$ cat src/rtl/conv_feature_sched_if.sv
// conv_feature_sched_if: pixel-in, buffer write/read and tap handshake bundle for the scheduler
interface conv_feature_sched_if #(
   parameter int ADDR_W = 10,
   parameter int KW     = 2
);
   logic              start;
   logic              in_valid;
   logic              in_ready;
   logic              wr_en;
   logic [ADDR_W-1:0] wr_addr;
   logic              rd_en;
   logic [ADDR_W-1:0] rd_addr;
   logic              tap_valid;
   logic              tap_ready;
   logic [KW-1:0]     tap_kr;
   logic [KW-1:0]     tap_kc;
   logic              tap_last;
   logic              frame_last;
   logic              busy;
   logic              done;
   modport master (
      output start, in_valid, tap_ready,
      input  in_ready, wr_en, wr_addr, rd_en, rd_addr, tap_valid,
             tap_kr, tap_kc, tap_last, frame_last, busy, done
   );
   modport slave (
      input  start, in_valid, tap_ready,
      output in_ready, wr_en, wr_addr, rd_en, rd_addr, tap_valid,
             tap_kr, tap_kc, tap_last, frame_last, busy, done
   );
endinterface

$ cat src/rtl/conv_feature_sched.sv
// conv_feature_sched: loads one feature frame into the buffer, then streams every KxK window tap to the MAC
module conv_feature_sched #(
   parameter int IMG_W  = 27,
   parameter int IMG_H  = 27,
   parameter int K      = 3,
   parameter int ADDR_W = 10
) (
   input logic                 clk,
   input logic                 rst,
   conv_feature_sched_if.slave bus
);
   localparam int KW = (K > 1) ? $clog2(K) : 1;
   localparam logic [ADDR_W-1:0] LAST_WR = ADDR_W'(IMG_W * IMG_H - 1);
   localparam logic [ADDR_W-1:0] OC_MAX  = ADDR_W'(IMG_W - K);
   localparam logic [ADDR_W-1:0] OR_MAX  = ADDR_W'(IMG_H - K);
   localparam logic [KW-1:0]     K_MAX   = KW'(K - 1);
   typedef enum logic [1:0] {IDLE, LOAD, CONV, DONE} state_t;
   state_t            state;
   logic [ADDR_W-1:0] orow, ocol;
   logic [KW-1:0]     kr, kc;
   logic              kc_end, kr_end, oc_end, or_end;
   assign kc_end         = kc == K_MAX;
   assign kr_end         = kr == K_MAX;
   assign oc_end         = ocol == OC_MAX;
   assign or_end         = orow == OR_MAX;
   assign bus.wr_en      = bus.in_valid & bus.in_ready;
   assign bus.rd_en      = bus.tap_valid & bus.tap_ready;
   assign bus.rd_addr    = (orow + ADDR_W'(kr)) * ADDR_W'(IMG_W) + ocol + ADDR_W'(kc);
   assign bus.tap_kr     = kr;
   assign bus.tap_kc     = kc;
   assign bus.tap_last   = bus.tap_valid & kr_end & kc_end;
   assign bus.frame_last = bus.tap_last & or_end & oc_end;
   // Frame sequencer: load addresses, window/tap counters and registered handshake outputs
   always_ff @(posedge clk or negedge rst) begin
      if (!rst) begin
         state         <= IDLE;
         bus.in_ready  <= 1'b0;
         bus.tap_valid <= 1'b0;
         bus.busy      <= 1'b0;
         bus.done      <= 1'b0;
         bus.wr_addr   <= '0;
         orow          <= '0;
         ocol          <= '0;
         kr            <= '0;
         kc            <= '0;
      end else begin
         bus.done <= 1'b0;
         case (state)
            IDLE: if (bus.start) begin
               state        <= LOAD;
               bus.in_ready <= 1'b1;
               bus.busy     <= 1'b1;
               bus.wr_addr  <= '0;
            end
            LOAD: if (bus.in_valid) begin
               if (bus.wr_addr == LAST_WR) begin
                  state         <= CONV;
                  bus.in_ready  <= 1'b0;
                  bus.tap_valid <= 1'b1;
               end else begin
                  bus.wr_addr <= bus.wr_addr + ADDR_W'(1);
               end
            end
            CONV: if (bus.tap_ready) begin
               kc <= kc_end ? '0 : kc + KW'(1);
               if (kc_end) kr <= kr_end ? '0 : kr + KW'(1);
               if (kc_end && kr_end) ocol <= oc_end ? '0 : ocol + ADDR_W'(1);
               if (kc_end && kr_end && oc_end) orow <= or_end ? '0 : orow + ADDR_W'(1);
               if (bus.frame_last) begin
                  state         <= DONE;
                  bus.tap_valid <= 1'b0;
                  bus.done      <= 1'b1;
               end
            end
            default: begin
               state    <= IDLE;
               bus.busy <= 1'b0;
            end
         endcase
      end
   end
endmodule

$ cat src/flat_wrapper.sv
// flat-port wrapper written by rule: the top's interface ports become plain ports
module conv_feature_sched_flat 
#(
   parameter int IMG_W  = 27,
   parameter int IMG_H  = 27,
   parameter int K      = 3,
   parameter int ADDR_W = 10
)
  (clk, rst, bus_start, bus_in_valid, bus_tap_ready, bus_in_ready, bus_wr_en, bus_wr_addr, bus_rd_en, bus_rd_addr, bus_tap_valid, bus_tap_kr, bus_tap_kc, bus_tap_last, bus_frame_last, bus_busy, bus_done);
  conv_feature_sched_if #(.ADDR_W(ADDR_W), .KW(2)) bus_i ();
  input logic clk;
  input logic rst;
  input wire logic [$bits(bus_i.start)-1:0] bus_start;
  input wire logic [$bits(bus_i.in_valid)-1:0] bus_in_valid;
  input wire logic [$bits(bus_i.tap_ready)-1:0] bus_tap_ready;
  output wire logic [$bits(bus_i.in_ready)-1:0] bus_in_ready;
  output wire logic [$bits(bus_i.wr_en)-1:0] bus_wr_en;
  output wire logic [$bits(bus_i.wr_addr)-1:0] bus_wr_addr;
  output wire logic [$bits(bus_i.rd_en)-1:0] bus_rd_en;
  output wire logic [$bits(bus_i.rd_addr)-1:0] bus_rd_addr;
  output wire logic [$bits(bus_i.tap_valid)-1:0] bus_tap_valid;
  output wire logic [$bits(bus_i.tap_kr)-1:0] bus_tap_kr;
  output wire logic [$bits(bus_i.tap_kc)-1:0] bus_tap_kc;
  output wire logic [$bits(bus_i.tap_last)-1:0] bus_tap_last;
  output wire logic [$bits(bus_i.frame_last)-1:0] bus_frame_last;
  output wire logic [$bits(bus_i.busy)-1:0] bus_busy;
  output wire logic [$bits(bus_i.done)-1:0] bus_done;
  assign bus_i.start = bus_start;
  assign bus_i.in_valid = bus_in_valid;
  assign bus_i.tap_ready = bus_tap_ready;
  assign bus_in_ready = bus_i.in_ready;
  assign bus_wr_en = bus_i.wr_en;
  assign bus_wr_addr = bus_i.wr_addr;
  assign bus_rd_en = bus_i.rd_en;
  assign bus_rd_addr = bus_i.rd_addr;
  assign bus_tap_valid = bus_i.tap_valid;
  assign bus_tap_kr = bus_i.tap_kr;
  assign bus_tap_kc = bus_i.tap_kc;
  assign bus_tap_last = bus_i.tap_last;
  assign bus_frame_last = bus_i.frame_last;
  assign bus_busy = bus_i.busy;
  assign bus_done = bus_i.done;
  conv_feature_sched #(.IMG_W(IMG_W), .IMG_H(IMG_H), .K(K), .ADDR_W(ADDR_W)) u_core (.clk(clk), .rst(rst), .bus(bus_i));
endmodule
$ cat config.mk
export PLATFORM = sky130hd
export DESIGN_NAME = conv_feature_sched_flat
export DESIGN_NICKNAME = d
export VERILOG_FILES = /design/src/rtl/conv_feature_sched_if.sv /design/src/rtl/conv_feature_sched.sv /design/src/flat_wrapper.sv
export SDC_FILE = /design/constraint.sdc
export NUM_CORES = 1
export LEC_CHECK = 0
export ABC_AREA = 1
export BUFFER_PORTS_ARGS = -buffer_cell sky130_fd_sc_hd__buf_2
export CAP_MARGIN = 30
export CORE_MARGIN = 2
export CORE_UTILIZATION = 65
export CTS_CLUSTER_DIAMETER = 50
export CTS_CLUSTER_SIZE = 24
export DETAILED_ROUTE_END_ITERATION = 12
export GPL_ROUTABILITY_DRIVEN = 0
export MAX_ROUTING_LAYER = met4
export PLACE_DENSITY = 0.83
export SLEW_MARGIN = 20
export SYNTH_ARGS = -nofsm -noshare
export SYNTH_HDL_FRONTEND = slang
export SYNTH_SLANG_ARGS = --single-unit
$ cat constraint.sdc
create_clock -name clk -period 7 [get_ports clk]
set_input_delay 0.7 -clock clk [delete_from_list [all_inputs] [get_ports clk]]
set_output_delay 0.7 -clock clk [all_outputs]
set_load 0.1 [all_outputs]
=== Yosys cells after proc, flatten, opt, wreduce, memory -nomap -nowiden ===
Index checks and enable logic that the tools add are counted.

* Add/sub/neg operators: 8
* $mul: 1
* Eq/ne operators: 13
* Muxes and demuxes: 27
* Bitwise operators: 7
* Reductions and logical operators: 15

{| class="wikitable"
|+ Operators with widths
! operator !! number
|-
| 10-bit two-way mux || 5
|-
| 10-bit by 1-bit adder with 10-bit output (second input constant) || 3
|-
| 10-bit by 2-bit adder with 10-bit output || 2
|-
| 10-bit by 5-bit equality test with 1-bit output (second input constant) || 2
|-
| 10-bit one-hot mux with 2 select lines || 1
|-
| 2-bit two-way mux || 7
|-
| 10-bit adder || 1
|-
| 10-bit equality test (second input constant) || 1
|-
| 10-bit by 5-bit multiplier with 10-bit output (second input constant) || 1
|-
| 1-bit two-way mux || 10
|-
| 2-bit != test (second input constant) || 5
|-
| 5-bit AND reduction || 2
|-
| 3-bit AND reduction || 3
|-
| 4-bit AND reduction || 2
|-
| 1-bit bitwise AND || 6
|-
| 2-bit equality test (second input constant) || 3
|-
| 1-bit one-hot mux with 2 select lines || 3
|-
| 2-bit one-hot mux with 3 select lines || 1
|-
| 2-bit by 1-bit adder with 2-bit output (second input constant) || 2
|-
| 2-bit AND reduction || 2
|-
| 2-bit nonzero test || 2
|-
| 2-bit by 1-bit equality test with 1-bit output (second input constant) || 1
|-
| 1-bit logical AND || 2
|-
| 2-bit zero test || 1
|-
| 3 further kinds || 3
|}

* Bits in registers: 40
* Input port bits: 5
* Word-level logic and storage cells: 81

=== Longest topological paths before layout ===
Gate-level depths: netlist (run 1).

* Depth in word-level cells: 8
* Mapped depth: 25

=== Least setup slack after synthesis (run 1) ===
OpenSTA, ideal clock, no wires.

* Path type: register to output
* Start: reg u_core.kr[0] (netlist: u_core.bus.tap_kr[0])
* End: out bus_rd_addr[7]
* Data arrival time: 5698 ps
* Required time: 6300 ps
* Slack: 602 ps
* Cell stages (with the launch flop): 14
* Path buffers: 0
* Cell sequence: dfrtp_1 ha_1 fa_1 nand2_1 xor2_1 inv_1 fa_1 fa_1 fa_1 inv_1 ha_1 a21o_1 a21oi_1 xor2_1

* Longest elaborated chain between the ends: 4

{| class="wikitable"
|+ Ends and longest elaborated chain
! item !! line !! text
|-
| from (decl) || conv_feature_sched.sv:20 || <nowiki>logic [KW-1:0] kr, kc;</nowiki>
|-
| from (signal assigned) || conv_feature_sched.sv:66 || <nowiki>if (kc_end) kr <= kr_end ? '0 : kr + KW'(1);</nowiki>
|-
| 10-bit by 2-bit adder with 10-bit output || conv_feature_sched.sv:28 || <nowiki>assign bus.rd_addr = (orow + ADDR_W'(kr)) * ADDR_W'(IMG_W) + ocol + ADDR_W'(kc);</nowiki>
|-
| 10-bit by 5-bit multiplier with 10-bit output || conv_feature_sched.sv:28 ||
|-
| 10-bit adder || conv_feature_sched.sv:28 ||
|-
| 10-bit by 2-bit adder with 10-bit output || conv_feature_sched.sv:28 ||
|-
| to (decl) || flat_wrapper.sv:20 || <nowiki>output wire logic [$bits(bus_i.rd_addr)-1:0] bus_rd_addr;</nowiki>
|}

No other way between the ends.

=== Worst setup path after layout (run 1) ===
* Start: reg u_core.kr[1] (netlist: u_core.bus.tap_kr[1])
* End: out bus_rd_addr[9]

Same word-level chain as after synthesis.

==> results of run 1 <==
## routing by layer
layer / wire (um) / vias to the layer above
met3: 320 / 18
met2: 4090 / 91
met5: 0 / -
li1: - / 1637
met4: 180 / 0
met1: 3440 / 1528
## per-stage QoR
stage | worst slack (ns) | cells | utilization (%) | area, um^2 | hold slack, ns
after floorplan | 0.602 | 496 | - | 3790 | 0.404
final | 1.35 | 604 | 73.7 | 4110 | 0.259
after CTS | 1.33 | 603 | 73.4 | 4090 | 0.502
after global placement | 1.83 | 596 | 72.0 | 4010 | 0.485
after global routing | 1.04 | 604 | 73.7 | 4110 | 0.258
after detailed placement | 1.65 | 596 | 72.0 | 4010 | 0.487
## cells in the final DEF (no fill, tap or decap), types with 2 or more instances in the layout
cell type  instances
a21oi_1           12
buf_2             36
clkbuf_8           5
clkinv_1           3
dfrtp_1           40
fa_1              20
ha_1              31
inv_1             87
inv_2              9
nand2_1          111
nand2_2            6
nand3_1           37
nand3_2            2
nand3b_1           2
nand4_1           13
nor2_1            24
nor2_2             2
nor2_4             3
nor3_1            11
nor3_2             3
nor4_1             2
o21ai_0            8
o21ai_1           14
o21ai_2            3
o22ai_1            2
or2_2              3
xnor2_1            4
xor2_1            24
## worst paths after layout
kind                                 startpoint                    end  slack, ns  depth (start not counted)
min in group clk                 u_core.ocol[8]         u_core.ocol[8]       0.50                          1
min                                         rst  u_core.bus.wr_addr[6]       0.26                          1
min reg2reg                      u_core.ocol[8]         u_core.ocol[8]       0.50                          1
max                        u_core.bus.tap_kr[1]         bus_rd_addr[9]       1.35                         21
max reg2reg                     u_core.state[1]  u_core.bus.wr_addr[3]       4.91                         11
max in group asynchronous                   rst  u_core.bus.wr_addr[0]       6.31                          2
## state kept, by name, summed over array words and instances (netlist names)
name	flops
u_core.ocol	10
u_core.bus.tap_kc	2
u_core.state	2
u_core.bus.wr_addr	10
u_core.bus.tap_valid	1
u_core.bus.tap_kr	2
u_core.orow	10
u_core.bus.in_ready	1
u_core.bus.busy	1
u_core.bus.done	1
## logic make-up (layout without fill, tap and decap cells)
kind of cell / after synthesis / count (layout) / share of synthesized area [%]
simple gates: 224 / 224 / 28.2
buf+inv: 107 / 143 / 11.1
fa+ha+maj: 51 / 51 / 20.8
compound gates: 46 / 46 / 6.99
flops: 40 / 40 / 26.4
xor+xnor: 28 / 28 / 6.46
## area by class of cell
| type | instances | share of cell area [%] |
|---|---|---|
| Clock buffer | 6 | 1.77 |
| Clock inverter | 1 | 0.122 |
| Inverter | 99 | 9.04 |
| Multi-Input combinational cell | 349 | 57.7 |
| Sequential cell | 40 | 24.4 |
| Tap cell | 72 | 2.19 |
| Timing Repair Buffer | 37 | 4.87 |
## worst max-delay path: stages, from the launching register on
cell	delay [ns]
dfrtp_1	0.45
ha_1	0.31
nand2_1	0.05
nand2_1	0.07
nand2_1	0.08
nor2_1	0.17
nand3_1	0.11
xor2_1	0.24
inv_1	0.11
fa_1	0.52
inv_1	0.05
fa_1	0.48
inv_1	0.05
fa_1	0.52
inv_1	0.04
ha_1	0.33
a21oi_1	0.14
o21ai_0	0.09
a31oi_1	0.24
nand3_1	0.12
nand2_1	0.07
buf_2	0.41
==> metrics.md, run 1 <==
| Metric | Value |
|---|---|
| Setup TNS | `0 ns` |
| Die Wd | `about 80 um` |
| CP required | `between 6 and 7 ns` |
| Post-synth EDFFs | `0` |
| Highest clock rate | `roughly 180 MHz` |
| Yosys top cell area share | `26.4%` |
| Synth Flop Type | `dfrtp_1` |
| Filler instances | `444` |
| Die Y | `roughly 80 um` |
| Vias per cell | `approximately 5.4` |
| Reg clk slew, reported paths | `0.08 ns` |
| Crit path arrival time | `roughly 5.0 ns` |
| Initial DRC Count | `286` |
| Initial antenna violation count | `0` |
| Status | `finished clean` |
| Pins Over Slew Limit | `0` |
| # rows | `27` |
| Post-synthesis sequential area ratio | `approximately a quarter` |
| Clock skew | `approximately 0.011 ns` |
| Mapped Cells | `around 500` |
| CTS tree | `built` |
| DR DRC count | `0` |
| Nets | `slightly below 600` |
| Post-synthesis cell type with the largest combined area | `dfrtp_1` |
| Synthesized area | `between 0.003 and 0.004 mm^2` |
| Diodes inserted | `0` |
| Layout cells sized above 1 | `14.7%` |
| Multi-input gate area | `0.00237 mm^2` |
| IO Pins | `37` |
| Worst-Skew Late Latency | `about 0.29 ns` |
| Post-CTS setup buffers | `0` |
| Core area | `roughly 0.0056 mm^2` |
| Grt total ovfl | `0` |
| Most frequent cell after synthesis | `nand2_1` |
| Dpl hpwl | `around 6.4 mm` |
| CTS Buf Count | `5` |
| Root buffer cell | `clkbuf_8` |
| Largest net degree at the start of global routing | `slightly above 40` |
| Die Area | `~0.0065 mm^2` |
| HP Class | `primary input to asynchronous set/reset pin` |
| Vias in the first global route | `approximately 3200` |
| Fin. Hold Viols | `0` |
| GR Layer Usage met3 | `approximately 3.5%` |
| Worst-margin pin slew | `~0.5 ns` |
| Max cap viols | `0` |
| Longest Clk Path Bufs | `2` |
| Ys async rst share | `between 90% and 100%` |
| CP Capture Type | `output port` |
| Area growth from synthesis to layout | `8.34%` |
| Rel. slew slack | `between 60 and 70%` |
| Clock Sink Count | `40` |
| Endpoints failing setup | `0` |
| GR Layer Usage met1 | `34.5%` |
| WL/cell | `around 13 um` |
| Syn Area/Cell | `about 7.6 um^2` |
| Port bufs | `36` |
| Fin crit share | `between 80% and 90%` |
| Grt peak-use layer | `met2` |
| Overall routed net length | `about 8 mm` |
| Library cells used by synthesis | `a little over 40` |
| All-Layer GR Usage | `between 20% and 30%` |
| Top cells by area, synth | `dfrtp_1 26%, nand2_1 11%, fa_1 11%, ha_1 10%, inv_1 8.6%` |
| Minimum clock period | `about 5.7 ns` |
| First-pass GRT wire length | `approximately 14 mm` |
| Post_cts resized | `0` |
| M2 GR Usage | `around half` |
| Via count | `around 3300` |
| Synth cell count leaders | `111 x nand2_1, 87 x inv_1, 40 x dfrtp_1` |
| First drt pass iteration count | `5` |
| Antenna Nets Post-Route | `0` |
| CP startpoint kind | `flip-flop` |
| Crit path kind | `flip-flop to output port` |
| RSZ-0062 raised after global routing | `false` |
| Max FO, Critical Path | `5` |
| Initial cell density of the core | `68.1%` |
| Register bit total from synthesis | `40` |
| Post-Syn Nets | `approximately 550` |
| Hold Buf Count CTS | `0` |
| Register area | `between 0.001 and 0.0015 mm^2` |
| Synth Warn # | `0` |
| Htree depth | `2` |
Power of run 1 is left out: the tool's default activity adds up to more than one toggle a clock period on the data nets, which glitch-free logic cannot reach.
==> inputs of run 2 (changes only) <==
--- a/config.mk
+++ b/config.mk
@@ -9,13 +9,13 @@
 export BUFFER_PORTS_ARGS = -buffer_cell sky130_fd_sc_hd__buf_2
 export CAP_MARGIN = 30
 export CORE_MARGIN = 2
-export CORE_UTILIZATION = 65
+export CORE_UTILIZATION = 61
 export CTS_CLUSTER_DIAMETER = 50
 export CTS_CLUSTER_SIZE = 24
 export DETAILED_ROUTE_END_ITERATION = 12
 export GPL_ROUTABILITY_DRIVEN = 0
 export MAX_ROUTING_LAYER = met4
-export PLACE_DENSITY = 0.83
+export PLACE_DENSITY = 0.79
 export SLEW_MARGIN = 20
 export SYNTH_ARGS = -nofsm -noshare
 export SYNTH_HDL_FRONTEND = slang
==> constraint.sdc (replaced) <==
create_clock -name clk -period 5.3 [get_ports clk]
set_input_delay 0.53 -clock clk [delete_from_list [all_inputs] [get_ports clk]]
set_output_delay 0.53 -clock clk [all_outputs]
set_load 0.1 [all_outputs]
==> metrics.md, run 2 (synthesis results as in run 1) <==
| Metric | Value |
|---|---|
| Rel. slew slack | `between 60% and 70%` |
| Antenna Nets Post-Route | `0` |
| Reg clk slew, reported paths | `approximately 0.08 ns` |
| Endpoints failing setup | `0` |
| Layout Cells excl Fill | `around 600` |
| Worst-Skew Late Latency | `0.30 ns` |
| Top flop regs | `u_core.bus.wr_addr (10), u_core.ocol (10), u_core.orow (10)` |
| Crit path kind | `flip-flop to output port` |
| All-Layer GR Usage | `between 20% and 30%` |
| Fin crit share | `slightly below 100%` |
| Register area | `0.00101 mm^2` |
| Layout cells sized above 1 | `20.3%` |
| Root buffer cell | `clkbuf_8` |
| Port bufs | `36` |
| Most common cell after layout, fill and taps aside | `nand2_1` |
| CP required | `approximately 4.8 ns` |
| Clock skew | `between 0.007 and 0.008 ns` |
| Clock Sink Count | `40` |
| WL/cell | `roughly 14 um` |
| Vias per cell | `roughly 5.4` |
| Initial antenna violation count | `0` |
| Most frequent cells in the layout | `108 x nand2_1, 87 x inv_1, 37 x dfrtp_1, 35 x nand3_1, 32 x buf_2` |
| Fin. Hold Viols | `0` |
| Multi-input gate area | `0.00253 mm^2` |
| Via count | `3306` |
| Hold Buf Count CTS | `0` |
| First drt pass iteration count | `5` |
| Highest clock rate | `about 190 MHz` |
| CP Capture Type | `output port` |
| Core area | `0.00596 mm^2` |
| HP Class | `primary input to asynchronous set/reset pin` |
| # rows | `28` |
| Filler instances | `between 400 and 500` |
| First-pass GRT wire length | `between 10 and 15 mm` |
| Status | `finished clean` |
| Initial DRC Count | `199` |
| IO Pins | `37` |
| Minimum clock period | `~5.2 ns` |
| Longest Clk Path Bufs | `2` |
| Grt total ovfl | `0` |
| Vias in the first global route | `approximately 3200` |
| Nets | `about 590` |
| Die Wd | `82.9 um` |
| WHS | `between 0.15 and 0.2 ns` |
| Worst-margin pin slew | `0.518 ns` |
| Largest net degree at the start of global routing | `41` |
| CP startpoint kind | `flip-flop` |
| Dpl hpwl | `between 6 and 7 mm` |
| Diodes inserted | `0` |
| Placed insts | `599` |
| Htree depth | `2` |
| Overall routed net length | `8.31 mm` |
| Die Y | `82.9 um` |
| CTS Buf Count | `5` |
| CTS tree | `built` |
| Max FO, Critical Path | `4` |
| Crit path arrival time | `4.64 ns` |
| Pins Over Slew Limit | `0` |
| Die Area | `between 0.006 and 0.007 mm^2` |
| Initial cell density of the core | `around 64%` |
| Max cap viols | `0` |
| DR DRC count | `0` |
| Area growth from synthesis to layout | `16.5%` |
-- run 2: repair_timing --
item | 4_1_cts | 5_1_grt
endpoints found under the setup margin | 4 | 4
pin swaps | 1 | 5
resized for setup | 7 | 15
setup buffers | 0 | 4
-- run 2: final cells by class --
cell class,count,area share (%)
clock buffers,7,2.18
multi-input cells,349,57.3
flip-flops and latches,40,22.8
clock inverters,1,0.680
repair buffers,41,6.46
well taps,75,2.12
inverters,99,8.41
-- run 2: path summary, 6_finish.rpt --
| check | from | to | slack, ns | cells after the start |
|---|---|---|---|---|
| max in group asynchronous | rst | u_core.bus.tap_kr[0] | 4.62 | 2 |
| worst max register to register | u_core.state[1] | u_core.bus.wr_addr[4] | 3.27 | 11 |
| worst min-delay path | rst | u_core.orow[9] | 0.18 | 1 |
| worst max-delay path | u_core.orow[1] | bus_rd_addr[9] | 0.13 | 20 |
| min in group clk | u_core.state[0] | u_core.state[0] | 0.51 | 2 |
| worst min register to register | u_core.state[0] | u_core.state[0] | 0.51 | 2 |
-- run 2: critical path: stages, from the launching register on --
cell and delay, ns:
dfrtp_2 0.44, ha_1 0.28, nand2_1 0.05, nand2_1 0.08
nand2_2 0.09, nor2_4 0.16, nand3_2 0.10, xor2_2 0.20
buf_4 0.14, fa_1 0.46, fa_1 0.49, inv_1 0.06
fa_1 0.55, inv_1 0.05, ha_1 0.34, nand2_1 0.10
o21ai_0 0.09, a31oi_1 0.24, nand3_1 0.13, nand2_2 0.10
buf_12 0.17
-- run 2: stage by stage --
step	utilization (%)	setup WS, ns	TNS (ns)	area (um^2)
floorplan	-	0.0275	0	3860
global route	74.2	-0.0794	-0.155	4420
finish	74.2	0.130	0	4420
detailed placement	69.3	0.151	0	4130
global placement	69.3	0.211	0	4130
CTS	72.0	0.0333	0	4290
-- run 2: layer usage --
metal	part of all wire (%)	track usage, %	up-vias
met4	2.0	6.86	0
met1	44	31.5	1551
met2	50	42.0	103
met3	4.6	3.68	15
met5	0	-	-
li1	-	-	1637
Power of run 2 is left out for the same reason.
